File: config.mk
export PLATFORM = sky130hd
export DESIGN_NAME = stopwatch_core
export DESIGN_NICKNAME = d
export VERILOG_FILES = /design/src/rtl/stopwatch_pkg.sv /design/src/rtl/stopwatch_bcd_step.sv /design/src/rtl/stopwatch_core.sv
export SDC_FILE = /design/constraint.sdc
export NUM_CORES = 1
export LEC_CHECK = 0
export CORE_MARGIN = 4
export CORE_UTILIZATION = 52
export DETAILED_ROUTE_END_ITERATION = 10
export HOLD_SLACK_MARGIN = 0.02
export PLACE_DENSITY = 0.81
export SLEW_MARGIN = 20
export SYNTH_ARGS = -nofsm -noshare
export SYNTH_HDL_FRONTEND = slang
export SYNTH_SLANG_ARGS = --single-unit
File: constraint.sdc
create_clock -name clk -period 4.29 [get_ports clk]
set_clock_uncertainty 0.15 [all_clocks]
set_input_delay 1.0725 -clock clk [delete_from_list [all_inputs] [get_ports clk]]
set_output_delay 1.0725 -clock clk [all_outputs]
set_load 0.01 [all_outputs]
File: src/rtl/stopwatch_pkg.sv
// Shared stopwatch definitions: FSM state encoding, BCD digit width, start/terminal digit helpers.
package stopwatch_pkg;
  localparam int BCD_W = 4;

  typedef enum logic [1:0] {
    ST_IDLE  = 2'd0,
    ST_RUN   = 2'd1,
    ST_PAUSE = 2'd2,
    ST_END   = 2'd3
  } swState_e;

  // Counting up stops at all nines, counting down stops at all zeros.
  function automatic logic [BCD_W-1:0] termDigit(input logic down);
    return down ? 4'd0 : 4'd9;
  endfunction

  function automatic logic [BCD_W-1:0] startDigit(input logic [1:0] modeSel,
                                                  input logic [BCD_W-1:0] presetDigit);
    if (modeSel[0]) return (presetDigit > 4'd9) ? 4'd9 : presetDigit;
    return modeSel[1] ? 4'd9 : 4'd0;
  endfunction
endpackage

File: src/rtl/stopwatch_bcd_step.sv
// Combinational N-digit BCD +1/-1 with full ripple carry/borrow; wraps at 99..9 / 00..0.
module bcd_step
  import stopwatch_pkg::*;
#(
  parameter int N_DIGITS = 4
) (
  input  logic [BCD_W*N_DIGITS-1:0] value,
  input  logic                      down,
  output logic [BCD_W*N_DIGITS-1:0] result
);
  logic             carry;
  logic [BCD_W-1:0] digit;
  logic [BCD_W-1:0] nextDigit;

  always_comb begin
    result    = '0;
    carry     = 1'b1;
    digit     = '0;
    nextDigit = '0;
    for (int i = 0; i < N_DIGITS; i++) begin
      digit = value[i*BCD_W +: BCD_W];
      if (!carry) begin
        nextDigit = digit;
      end else if (down) begin
        if (digit == 4'd0) begin
          nextDigit = 4'd9;
        end else begin
          nextDigit = digit - 4'd1;
          carry     = 1'b0;
        end
      end else begin
        if (digit >= 4'd9) begin
          nextDigit = 4'd0;
        end else begin
          nextDigit = digit + 4'd1;
          carry     = 1'b0;
        end
      end
      result[i*BCD_W +: BCD_W] = nextDigit;
    end
  end
endmodule

File: src/rtl/stopwatch_core.sv
// BCD stopwatch: prescaled run/pause/end FSM with preset/internal start and terminal done pulse.
// Optional lap capture register enabled by STOPWATCH_LAP_EN.
module stopwatch_core
  import stopwatch_pkg::*;
#(
  parameter int N_DIGITS = 4,
  parameter int TICK_DIV = 100
) (
  input  logic                      clk,
  input  logic                      reset,
  input  logic                      tick,
  input  logic                      start_stop,
  input  logic                      clear,
  input  logic                      lap,
  input  logic [1:0]                mode,
  input  logic [BCD_W*N_DIGITS-1:0] preset_val,
  output logic [BCD_W*N_DIGITS-1:0] bcd_out,
  output logic [1:0]                state,
  output logic                      done,
  output logic [BCD_W*N_DIGITS-1:0] lap_out,
  output logic                      lap_valid
);
  localparam int W = BCD_W * N_DIGITS;
  localparam logic [9:0] PRE_LAST = 10'(TICK_DIV - 1);

  swState_e     stateQ;
  logic [9:0]   prescaler;
  logic [W-1:0] startValue;
  logic [W-1:0] termValue;
  logic [W-1:0] stepValue;

  for (genvar d = 0; d < N_DIGITS; d++) begin : gDigit
    assign termValue[d*BCD_W +: BCD_W]  = termDigit(mode[1]);
    assign startValue[d*BCD_W +: BCD_W] = startDigit(mode, preset_val[d*BCD_W +: BCD_W]);
  end

  bcd_step #(.N_DIGITS(N_DIGITS)) uStep (
    .value  (bcd_out),
    .down   (mode[1]),
    .result (stepValue)
  );

  assign state = stateQ;

  always_ff @(posedge clk) begin
    if (reset) begin
      stateQ    <= ST_IDLE;
      bcd_out   <= '0;
      prescaler <= '0;
      done      <= 1'b0;
    end else begin
      done <= 1'b0;
      if (clear) begin
        stateQ    <= ST_IDLE;
        bcd_out   <= startValue;
        prescaler <= '0;
      end else begin
        // A start_stop-driven transition swallows any tick in the same cycle.
        case (stateQ)
          ST_IDLE: begin
            if (start_stop) begin
              if (bcd_out == termValue) begin
                stateQ <= ST_END;
                done   <= 1'b1;
              end else begin
                stateQ <= ST_RUN;
              end
            end
          end
          ST_RUN: begin
            if (start_stop) begin
              stateQ <= ST_PAUSE;
            end else if (tick) begin
              if (prescaler == PRE_LAST) begin
                prescaler <= '0;
                bcd_out   <= stepValue;
                if (stepValue == termValue) begin
                  stateQ <= ST_END;
                  done   <= 1'b1;
                end
              end else begin
                prescaler <= prescaler + 10'd1;
              end
            end
          end
          ST_PAUSE: begin
            if (start_stop) stateQ <= ST_RUN;
          end
          default: ;
        endcase
      end
    end
  end

`ifdef STOPWATCH_LAP_EN
  always_ff @(posedge clk) begin
    if (reset || clear) begin
      lap_out   <= '0;
      lap_valid <= 1'b0;
    end else if (lap && (stateQ == ST_RUN || stateQ == ST_PAUSE)) begin
      lap_out   <= bcd_out;
      lap_valid <= 1'b1;
    end
  end
`else
  logic unusedLap;
  assign unusedLap = lap;
  assign lap_out   = '0;
  assign lap_valid = 1'b0;
`endif
endmodule

==> flow_summary.json <==
{
  "cp_cell_sequence": "clkdlybuf4s50_1 > buf_12 > and4bb_1 > o21ba_1 > a2111oi_0 > o22ai_1 > or4_1 > mux2i_1 > a221oi_2 > mux2i_1",
  "clk_pin_slew_ns": 0.07,
  "seqPwrFrac_pct": 39.7,
  "die_h_um": 82.1,
  "ys_seq_elements": 29,
  "hpwlAfterDp_um": 5630,
  "tns_ns": 0,
  "hold_buffers": 0,
  "wirelength_um": 7690,
  "cts_setup_buffers": 0,
  "timing.slew.headroom_pct": 59.8,
  "power_density_mw_per_mm2": 235,
  "seqCellArea_um2": 581,
  "clkLatencyLatePin_ns": 0.28,
  "cts_max_level": 2,
  "min_from": "prescaler[1]$_SDFFE_PP0P_",
  "finalWorstSetupSlack_ns": 0.426,
  "whs_endpoint": "prescaler[1]$_SDFFE_PP0P_",
  "multi_input_area_mm2": 0.00201,
  "max_stage_delay_ns": 0.51,
  "dieArea_mm2": 0.00675,
  "numCtsBuffers": 5,
  "grt_max_degree": 43,
  "tightest_slew_ns": 0.602,
  "p_switching_uw": 273,
  "drtAntennaViolNets": 0,
  "synth_async_sr_flop_share_pct": 0,
  "antenna_found_initial": 0,
  "cp_max_fo": 42,
  "comb_power_share_pct": 32.3,
  "r2r_start": "bcd_out[0]$_SDFFE_PP0P_",
  "syn_inst": 398,
  "filler_cell_count": 465,
  "cp.arrival_ns": 3.88,
  "critPathCaptureType": "register",
  "num_vias": 2988,
  "yosysSeqAreaShare_pct": 20.3,
  "r2r_end": "state[0]$_SDFFE_PP0P_",
  "io_buffers": 41,
  "synth_area_per_cell_um2": 7.18,
  "drc": 0,
  "layout.nets": 469,
  "worstPathRequired_ns": 4.30,
  "cap_violations": 0,
  "grt_pass1_vias": 2712,
  "status": "finished, final reports clean",
  "post_cts_resized": 0,
  "swShare_pct": 35.0,
  "p_leak_nw": 1.24,
  "dp_slack_ns": 0.169,
  "drt-initial-drc-count": 390,
  "die_x_um": 82.1,
  "hold_depth": 2,
  "crit_type": "input port to register",
  "intPower_uw": 507,
  "ys.flop_type": "dfxtp_1",
  "synth-edff-count": 0,
  "viasPerCell": 6.00,
  "start_util_pct": 54.9,
  "max_freq_mhz": 259,
  "power_uw": 779,
  "synth.distinct_cells": 62,
  "syn2layout_area_growth_pct": 16.1,
  "min_period_ns": 3.86,
  "hold_viol_final": 0,
  "rsz0062_at_grt": "no",
  "io_pins": 60,
  "worstSetupStartpointType": "input port",
  "netlist_area_mm2": 0.00286,
  "gp_congestion": 0.869,
  "timing.hold.ws_ns": 0.343,
  "r2r_cells": 10,
  "wl_per_cell_um": 15.4,
  "p_clk_share_pct": 28.0,
  "crit_buf_inv": 2,
  "diodes": 0,
  "critPathSlowestCell": "clkdlybuf4s50_1",
  "fp-row-count": 26,
  "layout-drive-gt1-share_pct": 5.61,
  "drtPass1Iterations": 5,
  "hold_path_class": "register to register",
  "clockRootBuffer": "clkbuf_8",
  "tritoncts": "yes",
  "grt_use_total_pct": 23.3,
  "post-route-period-util_pct": 90.1,
  "max-clock-path-buffers": 2,
  "r2r_slack_ns": 0.74,
  "finalSetupViolations": 0,
  "clock-sinks": 29,
  "post-route-util_pct": 63.7,
  "grt_first_pass_wirelength_um": 12600,
  "peakVddDrop_mv": 0.296,
  "cpLargestDelayFamily": "compound AO/OA/AOI/OAI gates",
  "crit_top_cell": "mux2i_1",
  "yosysWarnings": 0,
  "slew_viol_final": 0,
  "core_mm2": 0.00520,
  "overflow": 0
}
[through the flow]
stage / cell area (um2) / instances
6_report: 3320 / 498
4_1_cts: 3320 / 498
3_5_place_dp: 3240 / 490
3_3_place_gp: 3240 / 490
5_1_grt: 3320 / 498
2_1_floorplan: 2920 / 414
[state kept, by name, summed over array words and instances (netlist names)]
signal,cells
done,1
prescaler,10
bcd_out,16
state,2
[cells in the mapped netlist, types with 2 or more instances]
library cell	instances	share of area [%]
mux2i_1	4	1.4
nor3_1	13	2.3
a21boi_0	4	1.1
ha_1	18	7.9
nor3b_1	3	0.79
xnor2_1	2	0.61
inv_1	22	2.9
buf_6	2	0.79
nand4_1	8	1.8
o2111ai_1	2	0.61
a211oi_1	11	2.9
a21oi_1	37	6.5
nor2_1	51	6.7
or3b_4	2	0.79
and4bb_1	2	0.88
nor4bb_1	2	0.70
o21ai_0	29	5.1
and2_1	3	0.66
nor4_1	3	0.66
clkbuf_1	17	2.2
nor3b_2	2	0.88
nand3_1	15	2.6
o31ai_1	2	0.53
nand2_1	18	2.4
a221oi_1	2	0.61
nand2b_1	5	1.1
xor2_1	4	1.2
buf_2	4	0.70
nor2b_1	5	1.1
a31oi_1	7	1.5
o211ai_1	6	1.6
buf_4	18	4.7
dfxtp_1	29	20
and3b_1	3	0.92
o31a_1	3	0.92
o22ai_1	8	1.8
or3_1	7	1.5
[logic make-up after synthesis]
kind of cell    count (synthesis)  synth area share, %
simple gates                  150                 28.4
compound gates                126                 28.5
buf+inv                        64                 11.5
flops                          29                 20.3
fa+ha+maj                      18                 7.88
xor+xnor                        6                 1.84
mux                             4                 1.40
other cells                     1                0.131
[worst register-to-register path, delay by kind of cell (launching register included)]
kind | cells | cell delay, ns
mux | 2 | 0.41
flops | 1 | 0.41
buf+inv | 1 | 0.17
compound gates | 4 | 1.02
simple gates | 2 | 0.96
fa+ha+maj | 1 | 0.32
[power by group through the flow]
stage,clock (mW),sequential (mW),combinational (mW)
floorplan,0,0.303,0.186
global placement,0,0.314,0.240
detailed placement,0,0.315,0.246
CTS,0.221,0.309,0.248
global route,0.229,0.313,0.276
finish,0.218,0.310,0.252
[routing by layer]
| metal | vias up | GRT usage [%] | share of wire (%) |
|---|---|---|---|
| met3 | 9 | 4.12 | 7.7 |
| li1 | 1469 | - | - |
| met2 | 137 | 39.2 | 48 |
| met4 | 0 | 3.99 | 0.82 |
| met5 | - | 0 | 0 |
| met1 | 1373 | 31.5 | 43 |
[area by class of cell]
cell class | instances | area share [%]
Sequential cell | 29 | 17.5
Clock buffer | 6 | 2.19
Clock inverter | 2 | 0.302
Tap cell | 70 | 2.64
Inverter | 22 | 2.49
Multi-Input combinational cell | 321 | 60.6
Timing Repair Buffer | 48 | 14.3
[worst max path at each step]
stage                 start               endpoint  cells past startpoint
detailed placement  mode[1]  state[0]$_SDFFE_PP0P_                     10
floorplan           mode[1]  state[0]$_SDFFE_PP0P_                      9
finish              mode[1]  state[0]$_SDFFE_PP0P_                     10
global route        mode[1]  state[0]$_SDFFE_PP0P_                     10
CTS                 mode[1]  state[0]$_SDFFE_PP0P_                     10
global placement    mode[1]  state[1]$_SDFFE_PP0P_                     10
[layout by cell type, fill, tap and decap left out, types with 6 or more instances in the layout]
cell type and n:
dfxtp_1 29, nand3_1 15, o211ai_1 6, buf_4 6, o21ai_0 29, clkdlybuf4s50_1 41, o22ai_1 8, a21oi_1 37
nand2_1 18, or3_1 7, a211oi_1 11, ha_1 18, inv_1 22, nor3_1 13, nand4_1 8, a31oi_1 7
nor2_1 51, conb_1 17
Note: power is estimated with default switching activity, not from simulation.
